===== config.mk =====
export PLATFORM = sky130hd
export DESIGN_NAME = multicycle_control_fsm
export DESIGN_NICKNAME = d
export VERILOG_FILES = /design/src/rtl/multicycle_control_fsm.sv
export SDC_FILE = /design/constraint.sdc
export NUM_CORES = 1
export LEC_CHECK = 0
export ABC_AREA = 1
export CAP_MARGIN = 20
export CORE_MARGIN = 1.5
export CORE_UTILIZATION = 39
export DETAILED_ROUTE_END_ITERATION = 8
export PLACE_DENSITY = 0.78
export SLEW_MARGIN = 20
export SYNTH_ARGS = -nofsm -noshare
export SYNTH_HDL_FRONTEND = slang
export SYNTH_SLANG_ARGS = --single-unit

===== constraint.sdc =====
create_clock -name clk -period 1.42 [get_ports clk]
set_input_delay 0.284 -clock clk [delete_from_list [all_inputs] [get_ports clk]]
set_output_delay 0.284 -clock clk [all_outputs]
set_load 0.005 [all_outputs]

===== src/rtl/multicycle_control_fsm.sv =====
// Main control FSM for the multi-cycle RISC-V core: sequences fetch/decode/execute/memory/writeback.
// Latency: Moore outputs from the state register; only FETCH enables and ImmSrc follow inputs combinationally.
// Backpressure: MemReady=0 holds FETCH, MEMREAD and MEMWRITE one cycle per low cycle; ignored elsewhere.
//
// Ports:
//   clk, reset (sync, active-high)   op (instr[6:0])   MemReady (memory access completes)
//   PCUpdate, Branch, RegWrite, MemWrite, IRWrite   datapath enables
//   AdrSrc, ResultSrc, ALUSrcA, ALUSrcB, ALUOp, ImmSrc   datapath mux selects
//   Illegal (trap)   State (debug view of the current state)
module multicycle_control_fsm #(
    parameter bit EN_JALR  = 1'b1,
    parameter bit EN_AUIPC = 1'b1,
    parameter bit EN_LUI   = 1'b1
) (
    input  logic       clk,
    input  logic       reset,
    input  logic [6:0] op,
    input  logic       MemReady,
    output logic       PCUpdate,
    output logic       Branch,
    output logic       RegWrite,
    output logic       MemWrite,
    output logic       IRWrite,
    output logic       AdrSrc,
    output logic [1:0] ResultSrc,
    output logic [1:0] ALUSrcA,
    output logic [1:0] ALUSrcB,
    output logic [1:0] ALUOp,
    output logic [2:0] ImmSrc,
    output logic       Illegal,
    output logic [3:0] State
);

    typedef enum logic [3:0] {
        S_FETCH    = 4'd0,
        S_DECODE   = 4'd1,
        S_MEMADR   = 4'd2,
        S_MEMREAD  = 4'd3,
        S_MEMWB    = 4'd4,
        S_MEMWRITE = 4'd5,
        S_EXECUTER = 4'd6,
        S_EXECUTEI = 4'd7,
        S_ALUWB    = 4'd8,
        S_BEQ      = 4'd9,
        S_JAL      = 4'd10,
        S_LUI      = 4'd11,
        S_AUIPC    = 4'd12,
        S_JALR     = 4'd13,
        S_ILLEGAL  = 4'd15
    } state_t;

    localparam logic [6:0] OP_LW    = 7'b0000011;
    localparam logic [6:0] OP_SW    = 7'b0100011;
    localparam logic [6:0] OP_R     = 7'b0110011;
    localparam logic [6:0] OP_IALU  = 7'b0010011;
    localparam logic [6:0] OP_BEQ   = 7'b1100011;
    localparam logic [6:0] OP_JAL   = 7'b1101111;
    localparam logic [6:0] OP_LUI   = 7'b0110111;
    localparam logic [6:0] OP_AUIPC = 7'b0010111;
    localparam logic [6:0] OP_JALR  = 7'b1100111;

    state_t r_state;
    state_t w_next;

    // Opcode classes; optional groups are folded in here so a disabled
    // opcode looks exactly like an unknown one everywhere downstream.
    logic w_is_lw, w_is_sw, w_is_r, w_is_ialu, w_is_beq, w_is_jal;
    logic w_is_lui, w_is_auipc, w_is_jalr;

    assign w_is_lw    = (op == OP_LW);
    assign w_is_sw    = (op == OP_SW);
    assign w_is_r     = (op == OP_R);
    assign w_is_ialu  = (op == OP_IALU);
    assign w_is_beq   = (op == OP_BEQ);
    assign w_is_jal   = (op == OP_JAL);
    assign w_is_lui   = EN_LUI   && (op == OP_LUI);
    assign w_is_auipc = EN_AUIPC && (op == OP_AUIPC);
    assign w_is_jalr  = EN_JALR  && (op == OP_JALR);

    // Raw enables before reset gating
    logic w_pcupdate, w_branch, w_regwrite, w_memwrite, w_irwrite, w_illegal;

    always_ff @(posedge clk) begin
        if (reset) begin
            r_state <= S_FETCH;
        end else begin
            r_state <= w_next;
        end
    end

    always_comb begin
        w_next     = r_state;
        w_pcupdate = 1'b0;
        w_branch   = 1'b0;
        w_regwrite = 1'b0;
        w_memwrite = 1'b0;
        w_irwrite  = 1'b0;
        w_illegal  = 1'b0;
        AdrSrc     = 1'b0;
        ResultSrc  = 2'b00;
        ALUSrcA    = 2'b00;
        ALUSrcB    = 2'b00;
        ALUOp      = 2'b00;

        case (r_state)
            S_FETCH: begin
                ALUSrcB    = 2'b10;
                ResultSrc  = 2'b10;
                // IR load and PC+4 only commit on the cycle the fetch completes
                w_irwrite  = MemReady;
                w_pcupdate = MemReady;
                if (MemReady) w_next = S_DECODE;
            end
            S_DECODE: begin
                ALUSrcA = 2'b01;
                ALUSrcB = 2'b01;
                if (w_is_lw || w_is_sw) w_next = S_MEMADR;
                else if (w_is_r)        w_next = S_EXECUTER;
                else if (w_is_ialu)     w_next = S_EXECUTEI;
                else if (w_is_beq)      w_next = S_BEQ;
                else if (w_is_jal)      w_next = S_JAL;
                else if (w_is_lui)      w_next = S_LUI;
                else if (w_is_auipc)    w_next = S_AUIPC;
                else if (w_is_jalr)     w_next = S_JALR;
                else                    w_next = S_ILLEGAL;
            end
            S_MEMADR: begin
                ALUSrcA = 2'b10;
                ALUSrcB = 2'b01;
                // IR is frozen, so only lw/sw can be here; anything else traps
                if (w_is_lw)      w_next = S_MEMREAD;
                else if (w_is_sw) w_next = S_MEMWRITE;
                else              w_next = S_ILLEGAL;
            end
            S_MEMREAD: begin
                AdrSrc = 1'b1;
                if (MemReady) w_next = S_MEMWB;
            end
            S_MEMWB: begin
                ResultSrc  = 2'b01;
                w_regwrite = 1'b1;
                w_next     = S_FETCH;
            end
            S_MEMWRITE: begin
                AdrSrc     = 1'b1;
                w_memwrite = 1'b1;
                if (MemReady) w_next = S_FETCH;
            end
            S_EXECUTER: begin
                ALUSrcA = 2'b10;
                ALUOp   = 2'b10;
                w_next  = S_ALUWB;
            end
            S_EXECUTEI: begin
                ALUSrcA = 2'b10;
                ALUSrcB = 2'b01;
                ALUOp   = 2'b10;
                w_next  = S_ALUWB;
            end
            S_ALUWB: begin
                w_regwrite = 1'b1;
                w_next     = S_FETCH;
            end
            S_BEQ: begin
                ALUSrcA  = 2'b10;
                ALUOp    = 2'b01;
                w_branch = 1'b1;
                w_next   = S_FETCH;
            end
            S_JAL: begin
                // PC <= ALUOut (target) while ALU forms OldPC+4 for the link
                ALUSrcA    = 2'b01;
                ALUSrcB    = 2'b10;
                w_pcupdate = 1'b1;
                w_next     = S_ALUWB;
            end
            S_JALR: begin
                // Target rs1+imm lands in ALUOut, then the JAL path finishes
                ALUSrcA = 2'b10;
                ALUSrcB = 2'b01;
                w_next  = S_JAL;
            end
            S_LUI: begin
                ALUSrcA = 2'b11;
                ALUSrcB = 2'b01;
                w_next  = S_ALUWB;
            end
            S_AUIPC: begin
                ALUSrcA = 2'b01;
                ALUSrcB = 2'b01;
                w_next  = S_ALUWB;
            end
            S_ILLEGAL: begin
                w_illegal = 1'b1;
                w_next    = S_ILLEGAL;
            end
            default: begin
                w_next = S_FETCH;
            end
        endcase
    end

    // Reset masks every side effect in the same cycle it is asserted
    assign PCUpdate = w_pcupdate & ~reset;
    assign Branch   = w_branch   & ~reset;
    assign RegWrite = w_regwrite & ~reset;
    assign MemWrite = w_memwrite & ~reset;
    assign IRWrite  = w_irwrite  & ~reset;
    assign Illegal  = w_illegal  & ~reset;
    assign State    = r_state;

    always_comb begin
        ImmSrc = 3'b000;
        if (w_is_lw || w_is_ialu || w_is_jalr) ImmSrc = 3'b000;
        else if (w_is_sw)                      ImmSrc = 3'b001;
        else if (w_is_beq)                     ImmSrc = 3'b010;
        else if (w_is_jal)                     ImmSrc = 3'b011;
        else if (w_is_lui || w_is_auipc)       ImmSrc = 3'b100;
    end

endmodule


==> impl_metrics.tcl, run 1 <==
set metrics [dict create \
    rows 14 \
    repair-timing-grt-worst-ep "ALUSrcB[0]" \
    synth_cell_types 23 \
    io_buffers 31 \
    synth.area.top_cells "nand2_1 19%, nor2_1 13%, dfxtp_1 13%, inv_1 8.4%, nand3_1 7.2%" \
    cts_made_buffers 3 \
    ios 32 \
    ys.flop_type "dfxtp_1" \
    synthTopCellsByCount "31 x nand2_1, 22 x nor2_1, 14 x inv_1, 9 x inv_2, 9 x nand3_1" \
    async_flop_share_pct 0 \
    h-tree-depth 1 \
    grt_max_degree 8 \
    error "[ERROR DPL-0038] Utilization greater than 100%, impossible to legalize" \
    yosysMostFrequentCell "nand2_1" \
    dp_hpwl_mm 1.80 \
    gp_congestion 0.906 \
    synth_edf_count 0 \
    cts_buffer_depth 2 \
    yosys.area.top_type_share_pct 18.6 \
    syn_area_per_cell_um2 5.13 \
    initial_core_util_pct 41.5 \
    ys_ff_latch 4 \
    die_w_um 43.1 \
    yosysTopAreaCell "nand2_1" \
    ctsHoldBuffers 0 \
    endpoint_type "top-level output" \
    syn_area_um2 626 \
    dpl-instance-area_mm2 0.00116 \
    clockRootBuffer "clkbuf_4" \
    status "did not finish" \
    lastStage "global routing (5_1_grt)" \
    yosysWarnings 0 \
    synthCells 122 \
    syn-num-nets 132 \
    synth.yosys.seq_area_share_pct 12.8 \
    die_h_um 43.1 \
    clock-sinks 4 \
]
-- stage by stage --
stage | cells | TNS (ns) | setup slack, ns
after detailed placement | 196 | -6.80 | -0.551
after global placement | 196 | -6.31 | -0.520
after CTS | 220 | -0.827 | -0.117
after floorplan | 122 | 0 | 0.235
-- repair_timing --
item / CTS
setup buffers: 21
setup endpoints to repair: 24
pin swaps: 24
resized for setup: 147
gates cloned: 0
-- cell families after synthesis --
logic type	synth area share [%]
and+or+nand+nor	58.8
AOI/OAI and AO/OA	13.4
buffers and inverters	15.0
DFF	12.8
==> inputs of run 2 (changes only) <==
Settings changed: CORE_AREA from default to 2 2 63 65, CORE_MARGIN 1.5 to default, CORE_UTILIZATION 39 to default, DIE_AREA from default to 0 0 65 67, PLACE_DENSITY 0.78 to default, PLACE_DENSITY_LB_ADDON from default to 0.15.
==> impl_metrics.tcl, run 2 <==
set metrics [dict create \
    status "finished with violations" \
    finalSetupViolations 10 \
    finish.utilization_pct 44.7 \
    avgRoutedWirePerCell_um 10.7 \
    end_kind "output port" \
    grt_max_degree 8 \
    drt_first_pass_iters 4 \
    finalMaxSlewViolations 0 \
    rsz0062_at_grt "yes" \
    dp_hpwl_mm 1.87 \
    synth_cell_types 23 \
    h-tree-depth 1 \
    die_h_um 67 \
    ios 32 \
    synth.area.top_cells "nand2_1 19%, nor2_1 13%, dfxtp_1 13%, inv_1 8.4%, nand3_1 7.2%" \
    failed_checks "setup timing" \
    layout_commonest_cell "buf_4" \
    stdcell_count 261 \
    vdd_drop_max_mv 0.432 \
    largest_reg_flops 4 \
    syn2layout_area_growth_pct 158 \
    yosys.area.top_type_share_pct 18.6 \
    tightest_slew_ns 0.300 \
    num_antenna_cells 0 \
    mostFrequentLayoutCells "46 x buf_4, 19 x nand2_1, 17 x nor2_1" \
    drt_iter0_drc 42 \
    grt-ovfl-total 0 \
    slew_headroom_pct 80.0 \
    via_per_inst 4.21 \
    period_share_pct 108 \
    cts_tree "yes" \
    fin_ws_ns -0.120 \
    syn-num-nets 132 \
    num_vias 1100 \
    syn_area_per_cell_um2 5.13 \
    grt_pass1_vias 1106 \
    synthCells 122 \
    rows 22 \
    ys.flop_type "dfxtp_1" \
    final_layout_size_suffix_gt1_share_pct 65.7 \
    dieArea_mm2 0.00436 \
    async_flop_share_pct 0 \
    synth.yosys.seq_area_share_pct 12.8 \
    cp.arrival_ns 1.26 \
    ys_ff_latch 4 \
    insertion_delay_ns 0.22 \
    nets 225 \
    hold_path_class "primary input to flip-flop" \
    io_buffers 31 \
    clock-sinks 4 \
    critPathKind "flip-flop to output port" \
    dpl-instance-area_mm2 0.00125 \
    yosysMostFrequentCell "nand2_1" \
    core-area_mm2 0.00361 \
    gp_congestion 0.861 \
    p_leak_uw 0.000886 \
    synth_edf_count 0 \
    syn_area_um2 626 \
    synthTopCellsByCount "31 x nand2_1, 22 x nor2_1, 14 x inv_1, 9 x inv_2, 9 x nand3_1" \
    antenna_found_initial 0 \
    finalHoldViolations 0 \
    place_inst 234 \
    grt_pass1_wl_mm 4.54 \
    grt_usage_pct 13.3 \
    required_ns 1.14 \
    initial_core_util_pct 17.3 \
    final_cell_area_mm2 0.00161 \
    path_max_fanout 4 \
    clkTransAtPathRegs_ns 0.03 \
    drc 0 \
    cts_made_buffers 3 \
    max_freq_mhz 650 \
    antenna_left 0 \
    powerDensity_mw_per_mm2 1970 \
    cts_buffer_depth 2 \
    clockRootBuffer "clkbuf_8" \
    yosysTopAreaCell "nand2_1" \
    routed_wl_mm 2.79 \
    maxCapViolations 0 \
    startpoint_type "flip-flop" \
    yosysWarnings 0 \
    die_w_um 65 \
    skew_ns 0.00521 \
    post-route-min-period_ns 1.54 \
]
-- run 2: worst max-delay path, cell delays in order, from the launching register on --
cell and delay [ns]:
dfxtp_4 0.37, inv_4 0.06, nor2_4 0.17, buf_6 0.14
nand2_4 0.05, a21oi_2 0.12, buf_2 0.12
-- run 2: final timing paths --
| kind | depth (start not counted) | slack [ns] | end | start |
|---|---|---|---|---|
| setup / recovery | 6 | -0.12 | PCUpdate | State[3]$_SDFFE_PP0P_ |
| hold / removal | 6 | 0.69 | State[3]$_SDFFE_PP0P_ | op[3] |
| setup reg to reg | 10 | 0.03 | State[2]$_SDFFE_PP0P_ | State[1]$_SDFFE_PP0P_ |
| hold reg to reg | 3 | 0.79 | State[3]$_SDFFE_PP0P_ | State[1]$_SDFFE_PP0P_ |
-- run 2: cell families (layout without fill, tap and decap cells) --
| group | after synthesis | after routing | share of synthesized area [%] |
|---|---|---|---|
| DFF | 4 | 4 | 12.8 |
| buffers and inverters | 25 | 116 | 15.0 |
| and+or+nand+nor | 80 | 80 | 58.8 |
| AOI/OAI and AO/OA | 13 | 13 | 13.4 |
-- run 2: area by class of cell --
| class | count | area (µm²) |
|---|---|---|
| clock buffers | 3 | 41.3 |
| inverters | 24 | 111 |
| repair buffers | 89 | 699 |
| well taps | 48 | 60.1 |
| fillers | 393 | 1990 |
| flip-flops and latches | 4 | 95.1 |
| multi-input cells | 93 | 604 |
-- run 2: power breakdown --
| group | switching (µW) | total, µW | leakage, µW | internal [µW] |
|---|---|---|---|---|
| sequential | 127 | 327 | 0.0000356 | 200 |
| clock | 63.5 | 245 | 0.0000216 | 181 |
| combinational | 1170 | 2610 | 0.000829 | 1440 |
-- run 2: metal layers --
| layer | vias up | track usage (%) | routed length, µm |
|---|---|---|---|
| met1 | 502 | 13.2 | 1010 |
| li1 | 563 | - | - |
| met3 | 4 | 1.86 | 127 |
| met5 | - | 0 | 0 |
| met2 | 31 | 28.1 | 1590 |
| met4 | 0 | 3.99 | 53 |
-- run 2: stage by stage --
stage	setup WS (ns)	TNS [ns]	hold slack [ns]	power (µW)
5_1_grt	-0.188	-1.64	0.728	3440
4_1_cts	-0.123	-0.933	0.679	2820
2_1_floorplan	0.235	0	0.541	1010
3_5_place_dp	-0.548	-7.14	0.750	2080
6_report	-0.120	-0.803	0.689	3180
3_3_place_gp	-0.520	-6.94	0.744	2080
-- run 2: repair_timing --
item / CTS / global route
pin swaps: 20 / 15
hold buffers: 0 / 0
buffers inserted: 26 / 1
gates resized for setup: 127 / 40
endpoints found under the setup margin: 25 / 21
No activity file was read; power rests on OpenSTA's default activity.
